### config.mk
export PLATFORM = sky130hd
export DESIGN_NAME = dump_ctrl
export DESIGN_NICKNAME = d
export VERILOG_FILES = /design/src/rtl/la_pkg.sv /design/src/rtl/dump_addr_ctr.sv /design/src/rtl/dump_ctrl.sv
export SDC_FILE = /design/constraint.sdc
export NUM_CORES = 1
export LEC_CHECK = 0
export CAP_MARGIN = 20
export CELL_PAD_IN_SITES_DETAIL_PLACEMENT = 1
export CELL_PAD_IN_SITES_GLOBAL_PLACEMENT = 2
export CORE_ASPECT_RATIO = 0.9
export CORE_MARGIN = 1
export CORE_UTILIZATION = 22
export DETAILED_ROUTE_END_ITERATION = 6
export GPL_ROUTABILITY_DRIVEN = 0
export PLACE_DENSITY_LB_ADDON = 0.1
export SLEW_MARGIN = 20
export SYNTH_ARGS = -nofsm -noshare
export SYNTH_HDL_FRONTEND = slang
export SYNTH_SLANG_ARGS = --single-unit
### constraint.sdc
create_clock -name clk -period 1.7 [get_ports clk]
set_input_delay 0.17 -clock clk [delete_from_list [all_inputs] [get_ports clk]]
set_output_delay 0.17 -clock clk [all_outputs]
set_load 0.1 [all_outputs]
### src/rtl/la_pkg.sv
// Shared logic-analyzer types and constants used by the dump path.
package la_pkg;

    localparam int ENTRIES_DEFAULT = 384;

    localparam logic [2:0] CH1 = 3'd1;
    localparam logic [2:0] CH2 = 3'd2;
    localparam logic [2:0] CH3 = 3'd3;
    localparam logic [2:0] CH4 = 3'd4;
    localparam logic [2:0] CH5 = 3'd5;

    typedef enum logic [2:0] {
        IDLE  = 3'd0,
        READ  = 3'd1,
        LATCH = 3'd2,
        TX    = 3'd3,
        DONE  = 3'd4
    } dump_state_e;

endpackage

### src/rtl/dump_addr_ctr.sv
// Circular-buffer read address plus sent-byte count. The address wraps at
// ENTRIES-1; an out-of-range start address still wraps naturally at 2**AW-1.
module dump_addr_ctr #(
    parameter int ENTRIES = 384,
    parameter int AW      = 9
) (
    input  logic          clk,
    input  logic          rst_n,
    input  logic          load,
    input  logic [AW-1:0] load_addr,
    input  logic          inc,
    output logic [AW-1:0] addr,
    output logic          last
);

    localparam logic [AW-1:0] LAST_IDX = AW'(ENTRIES - 1);

    logic [AW-1:0] addr_q, addr_d;
    logic [AW-1:0] cnt_q, cnt_d;

    // Load restarts the walk at the oldest sample; inc steps address and count together.
    always_comb begin
        addr_d = addr_q;
        cnt_d  = cnt_q;
        if (load) begin
            addr_d = load_addr;
            cnt_d  = '0;
        end else if (inc) begin
            cnt_d  = cnt_q + AW'(1);
            addr_d = (addr_q == LAST_IDX) ? '0 : addr_q + AW'(1);
        end
    end

    // Counter state registers.
    always_ff @(posedge clk or negedge rst_n) begin
        if (!rst_n) begin
            addr_q <= '0;
            cnt_q  <= '0;
        end else begin
            addr_q <= addr_d;
            cnt_q  <= cnt_d;
        end
    end

    assign addr = addr_q;
    assign last = (cnt_q == LAST_IDX);

endmodule

### src/rtl/dump_ctrl.sv
// Streams one channel's circular sample buffer, oldest to newest, to the UART TX.
module dump_ctrl
    import la_pkg::*;
#(
    parameter int ENTRIES = ENTRIES_DEFAULT,
    parameter int AW      = 9
) (
    input  logic          clk,
    input  logic          rst_n,
    input  logic          dump_en,
    input  logic [2:0]    dump_chan,
    input  logic [AW-1:0] start_addr,
    output logic          ram_rd_en,
    output logic [AW-1:0] ram_addr,
    input  logic [7:0]    rdataCH1,
    input  logic [7:0]    rdataCH2,
    input  logic [7:0]    rdataCH3,
    input  logic [7:0]    rdataCH4,
    input  logic [7:0]    rdataCH5,
    output logic [7:0]    tx_data,
    output logic          trmt,
    input  logic          tx_done,
    output logic          busy,
    output logic          dump_done
);

    dump_state_e state_q, state_d;
    logic [2:0]  chan_q, chan_d;
    logic [7:0]  tx_data_q, tx_data_d;
    logic        trmt_q, trmt_d;
    logic        dump_done_q, dump_done_d;
    logic        ctr_load, ctr_inc, ctr_last;
    logic        chan_ok;
    logic [7:0]  ch_byte;

    assign chan_ok = (dump_chan >= CH1) && (dump_chan <= CH5);

    dump_addr_ctr #(.ENTRIES(ENTRIES), .AW(AW)) u_ctr (
        .clk       (clk),
        .rst_n     (rst_n),
        .load      (ctr_load),
        .load_addr (start_addr),
        .inc       (ctr_inc),
        .addr      (ram_addr),
        .last      (ctr_last)
    );

    // Select the latched channel's RAM read data.
    always_comb begin
        ch_byte = '0;
        case (chan_q)
            CH1:     ch_byte = rdataCH1;
            CH2:     ch_byte = rdataCH2;
            CH3:     ch_byte = rdataCH3;
            CH4:     ch_byte = rdataCH4;
            CH5:     ch_byte = rdataCH5;
            default: ch_byte = '0;
        endcase
    end

    // Next-state and registered-output logic. tx_done during the trmt cycle is dropped.
    always_comb begin
        state_d     = state_q;
        chan_d      = chan_q;
        ctr_load    = 1'b0;
        ctr_inc     = 1'b0;
        tx_data_d   = tx_data_q;
        trmt_d      = 1'b0;
        dump_done_d = (state_q == DONE);
        case (state_q)
            IDLE: begin
                if (dump_en) begin
                    if (chan_ok) begin
                        chan_d   = dump_chan;
                        ctr_load = 1'b1;
                        state_d  = READ;
                    end else begin
                        state_d  = DONE;
                    end
                end
            end
            READ:  state_d = LATCH;
            LATCH: begin
                tx_data_d = ch_byte;
                trmt_d    = 1'b1;
                state_d   = TX;
            end
            TX: begin
                if (tx_done && !trmt_q) begin
                    if (ctr_last) begin
                        state_d = DONE;
                    end else begin
                        ctr_inc = 1'b1;
                        state_d = READ;
                    end
                end
            end
            DONE:    state_d = IDLE;
            default: state_d = IDLE;
        endcase
    end

    // State and output registers.
    always_ff @(posedge clk or negedge rst_n) begin
        if (!rst_n) begin
            state_q     <= IDLE;
            chan_q      <= '0;
            tx_data_q   <= '0;
            trmt_q      <= 1'b0;
            dump_done_q <= 1'b0;
        end else begin
            state_q     <= state_d;
            chan_q      <= chan_d;
            tx_data_q   <= tx_data_d;
            trmt_q      <= trmt_d;
            dump_done_q <= dump_done_d;
        end
    end

    assign ram_rd_en = (state_q == READ);
    assign busy      = (state_q == READ) || (state_q == LATCH) || (state_q == TX);
    assign tx_data   = tx_data_q;
    assign trmt      = trmt_q;
    assign dump_done = dump_done_q;

endmodule

After elaboration in Yosys (flattened, before gate mapping)

Index checks and enable logic that the tools add are counted.
Widths: inputs -> output; s select.

Order comparisons: 2
Add/subtract/negate cells: 2
Equality and inequality tests: 13
Reductions and logical operators: 9
Mux-type cells: 18

Operators by type and width:

| kind                | count |
|---|---|
| $mux 9              | 5 |
| $pmux 8 s5          | 1 |
| $add 9x1->9 const B | 2 |
| $eq 9x9->1 const B  | 2 |
| $eq 3x2->1 const B  | 4 |
| $mux 3              | 4 |
| $pmux 3 s4          | 1 |
| $eq 3x3->1 const B  | 3 |
| $mux 1              | 7 |
| $eq 3x1->1 const B  | 2 |
| $ne 2x2->1 const B  | 2 |
| $ge 3x1->1 const B  | 1 |
| $le 3x3->1 const B  | 1 |
| $logic_not 3->1     | 1 |
| $reduce_and 3->1    | 1 |
| $logic_and 1x1->1   | 2 |
| $logic_or 1x1->1    | 2 |
| $reduce_and 2->1    | 1 |
| $reduce_bool 2->1   | 1 |
| $logic_not 1->1     | 1 |

Output and inout port bits: 21
Bits in registers: 34

Logic depth before layout (Yosys ltp)

Depth in word-level cells: 6
Mapped depth: 7
Gate-level depth less buffers: 6

Hierarchy

A second synthesis with hierarchy kept.

Cells, all modules: 210
Area, all modules: 2,083.2 µm²

Modules (own cells, without submodules):

| module        | cells an instance | times used | area each (µm²) | sequential area each (µm²) |
|---|---|---|---|---|
| dump_ctrl     | 107               | 1          | 1,121.1         | 400.4 |
| dump_addr_ctr | 103               | 1          | 962.2           | 450.4 |

Worst setup path before layout

No wires, ideal clock.

Path kind: register to output
Start point: reg state_q[0]
End point: out ram_rd_en
Arrival time: 2.706 ns
Data required time: 1.530 ns
Stages on the path, launching flop included: 3
Path slack: -1.176 ns
Path through: dfrtp_1 buf_2 nor3b_1

Longest elaborated chain between the ends: 1

RTL lines:

| what                   | line             | source |
|---|---|---|
| start, declared        | dump_ctrl.sv:27  | `dump_state_e state_q, state_d;` |
| start signal, assigned | dump_ctrl.sv:112 | `state_q <= state_d;` |
| $eq 3x1->1             | dump_ctrl.sv:120 | `assign ram_rd_en = (state_q == READ);` |
| end, declared          | dump_ctrl.sv:13  | `output logic ram_rd_en,` |

Every way passes these cells.

Worst setup path after layout

Start point: reg u_ctr.cnt_q[0]
End point: reg u_ctr.cnt_q[0]

Longest elaborated chain between the ends: 5
Elaborated cells on any way between the ends: 8
Classes of those cells: add/sub: 1; eq/ne: 1; mux: 5; reduce/logical: 1

RTL lines:

| what                                                | line                | source |
|---|---|---|
| start, declared                                     | dump_addr_ctr.sv:19 | `logic [AW-1:0] cnt_q, cnt_d;` |
| start signal, assigned                              | dump_addr_ctr.sv:41 | `cnt_q <= cnt_d;` |
| branches (longest 5 deep; another with $add 9x1->9) | n/a                 |  |

Parallel ways; which one is timed is not known. The select of a mux whose other input is x is not followed.
A chain may end at the register's enable or synchronous reset.

==> flow_summary.json <==
{
  "worstPathMaxFanout": 4,
  "first_pass_iters": 4,
  "insertion_delay_ns": 0.28,
  "cts_tree": "yes",
  "worstSetupPathType": "reg -> reg",
  "finalMaxSlewViolations": 0,
  "yosysWarningCount": 0,
  "io_pins": 77,
  "power_density_nw_per_um2": 1807,
  "clk_path_buf_depth": 2,
  "htreeDepth": 2,
  "setup_ws_ns": -0.02574,
  "cts_hold_buffers": 0,
  "die_w_um": 102.5,
  "worstMarginPinSlew_ns": 0.6280,
  "crit_required_ns": 1.92,
  "antenna_found_initial": 0,
  "switching_share": 0.5003,
  "synth_edf_count": 0,
  "cp.arrival_ns": 1.94,
  "cts_made_buffers": 5,
  "synth_nets": 286,
  "fin_skew_ns": 0.003545,
  "end_kind": "flop",
  "core-area_sq_um": 8688,
  "p_sw_mw": 3.267,
  "finalSetupViolCount": 4,
  "grt_pass1_wl_um": 11210,
  "syn_to_final_growth_pct": 80.79,
  "wl_per_cell_um": 15.27,
  "power_frac_clock": 0.097,
  "dp_hpwl_um": 5291,
  "max_cap_violations": 0,
  "yosysUniqueCellTypes": 39,
  "grt_overflow": 0,
  "clk_pin_slew_worst_paths_ns": 0.07,
  "netlist_area_sq_um": 1999,
  "fin_nets": 398,
  "finalHoldViolations": 0,
  "final_cell_mix": "55 x clkdlybuf4s50_1, 46 x buf_4, 29 x nor2_1, 25 x dfrtp_1, 23 x a21oi_1",
  "leakage_nw": 1.471,
  "die_h_um": 92.44,
  "io_buffers": 76,
  "fin_tns_setup_ns": -0.06505,
  "drtAntennaViolNets": 0,
  "cts-root-buf": "clkbuf_8",
  "placementRows": 32,
  "stdcell_count": 460,
  "initial_core_util": 0.2301,
  "vdd.ir_drop.worst_v": 0.0009574,
  "synthTopCellsByArea": "dfrtp_1 43%, nor2_1 5.8%, a21oi_1 5.8%, mux2i_1 4.5%, xnor2_1 4.4%",
  "wirelength_um": 7024,
  "synth.largest_area_cell": "dfrtp_1",
  "failed_checks": "setup timing",
  "layout_commonest_cell": "clkdlybuf4s50_1",
  "ys_seq_area_frac": 0.4255,
  "synth_top_area_frac": 0.4255,
  "pre_cts_ws_ns": -0.2156,
  "pwr-share-comb": 0.689,
  "crit_slowest_cell": "dfrtp_1",
  "dr.first_iter.drc_count": 27,
  "cp-start-kind": "flop",
  "track_usage": 0.1541,
  "hold_class": "in -> async",
  "diodes": 0,
  "via_per_inst": 4.583,
  "placedCellCount": 445,
  "dieArea_sq_um": 9474,
  "clkSinkCount": 34,
  "max_slew_margin": 0.5794,
  "fin_total_pwr_mw": 6.530,
  "crit_buf_inv": 3,
  "post-route-util": 0.4160,
  "drive_gt1_frac": 0.3196,
  "timing.fmax_mhz": 579.5,
  "period_needed_ns": 1.726,
  "sequentialPowerShare": 0.214,
  "fin_crit_sh": 1.015,
  "vias": 2108,
  "ys.flop_type": "dfrtp_1",
  "drc": 0,
  "rsz0062_at_grt": "yes",
  "synth-seq-cells": 34,
  "crit_chain": "ha_2 > nand2_4 > nor4_4 > buf_4 > nor2_2 > buf_6 > buf_12 > xnor2_2 > nor2_1",
  "syn_inst": 228,
  "async_flop_share": 1.000,
  "grt_max_degree": 35,
  "slowest_delay_ns": 0.37,
  "p_int_mw": 3.263,
  "outcome": "complete, but fails checks",
  "grt_pass1_vias": 2166,
  "cpLargestDelayFamily": "simple AND/OR/NAND/NOR gates",
  "syn-mean-instance-area_sq_um": 8.769
}
==> cell type report <==
| cell class | count | area [sq um] |
|---|---|---|
| Clock buffer | 6 | 82.58 |
| Clock inverter | 2 | 12.51 |
| Fill cell | 1013 | 5074 |
| Inverter | 3 | 11.26 |
| Multi-Input combinational cell | 175 | 1211 |
| Sequential cell | 34 | 869.6 |
| Tap cell | 119 | 148.9 |
| Timing Repair Buffer | 121 | 1279 |
==> power groups by stage <==
stage,Clock [mW],Sequential [mW],Combinational (mW)
2_1_floorplan,0,2.64,1.43
3_3_place_gp,0,1.39,4.24
3_5_place_dp,0,1.40,4.28
4_1_cts,0.673,1.39,4.32
5_1_grt,0.689,1.44,4.78
6_report,0.635,1.40,4.50
==> path summary, 6_finish.rpt <==
kind | slack (ns) | depth (start not counted) | to | from
worst max-delay path | -0.03 | 9 | u_ctr.cnt_q[0] | u_ctr.cnt_q[0]
worst min-delay path | 0.31 | 2 | state_q[1] | rst_n
worst max register to register | -0.03 | 9 | u_ctr.cnt_q[0] | u_ctr.cnt_q[0]
worst min register to register | 0.52 | 1 | tx_data[7] | tx_data[7]
max in group asynchronous | 1.03 | 2 | u_ctr.addr[1] | rst_n
min in group clk | 0.42 | 3 | u_ctr.addr[1] | start_addr[1]
==> per-stage QoR <==
stage / hold WS [ns] / area (sq um)
after floorplan: -0.1256 / 2082
after global placement: 0.4916 / 3338
after detailed placement: 0.4980 / 3338
after CTS: 0.3234 / 3468
after global routing: 0.3571 / 3615
final: 0.3098 / 3615
==> state kept, by name (all words and copies together), names as in the netlist <==
| signal | flops |
|---|---|
| chan_q | 3 |
| tx_data | 8 |
| dump_done | 1 |
| trmt | 1 |
| u_ctr.addr | 9 |
| u_ctr.cnt_q | 9 |
| state_q | 3 |
==> cells in the mapped netlist, drive strengths merged, types with 3 or more instances <==
cell / n
inv: 3
nand2: 21
xnor2: 10
nor3: 9
clkbuf: 9
dfrtp: 34
nor2: 31
mux2i: 9
nor4: 7
nand3: 9
nor3b: 3
a21oi: 23
a31oi: 5
buf: 7
a221oi: 8
a22o: 8
o21ai: 8
==> per-layer routing <==
metal | up-vias | global-route usage | share of wire | wire [um]
li1 | 1047 | - | - | -
met1 | 1021 | 0.2056 | 0.47 | 3311
met2 | 35 | 0.2528 | 0.49 | 3414
met3 | 5 | 0.02943 | 0.034 | 242
met4 | 0 | 0.03929 | 0.0081 | 57
met5 | - | 0 | 0 | 0
==> cells by family after synthesis <==
| kind of cell | synth area share |
|---|---|
| xor+xnor | 0.04380 |
| flops | 0.4255 |
| fa+ha+maj | 0.01251 |
| buf+inv | 0.04380 |
| mux | 0.04506 |
| compound gates | 0.1840 |
| simple gates | 0.2453 |
==> timing repair <==
action | CTS | global route
pin swaps | 6 | 8
endpoints found under the setup margin | 22 | 18
setup buffers | 2 | 6
gates resized for setup | 6 | 17
Note: power is estimated with default switching activity, not from simulation.
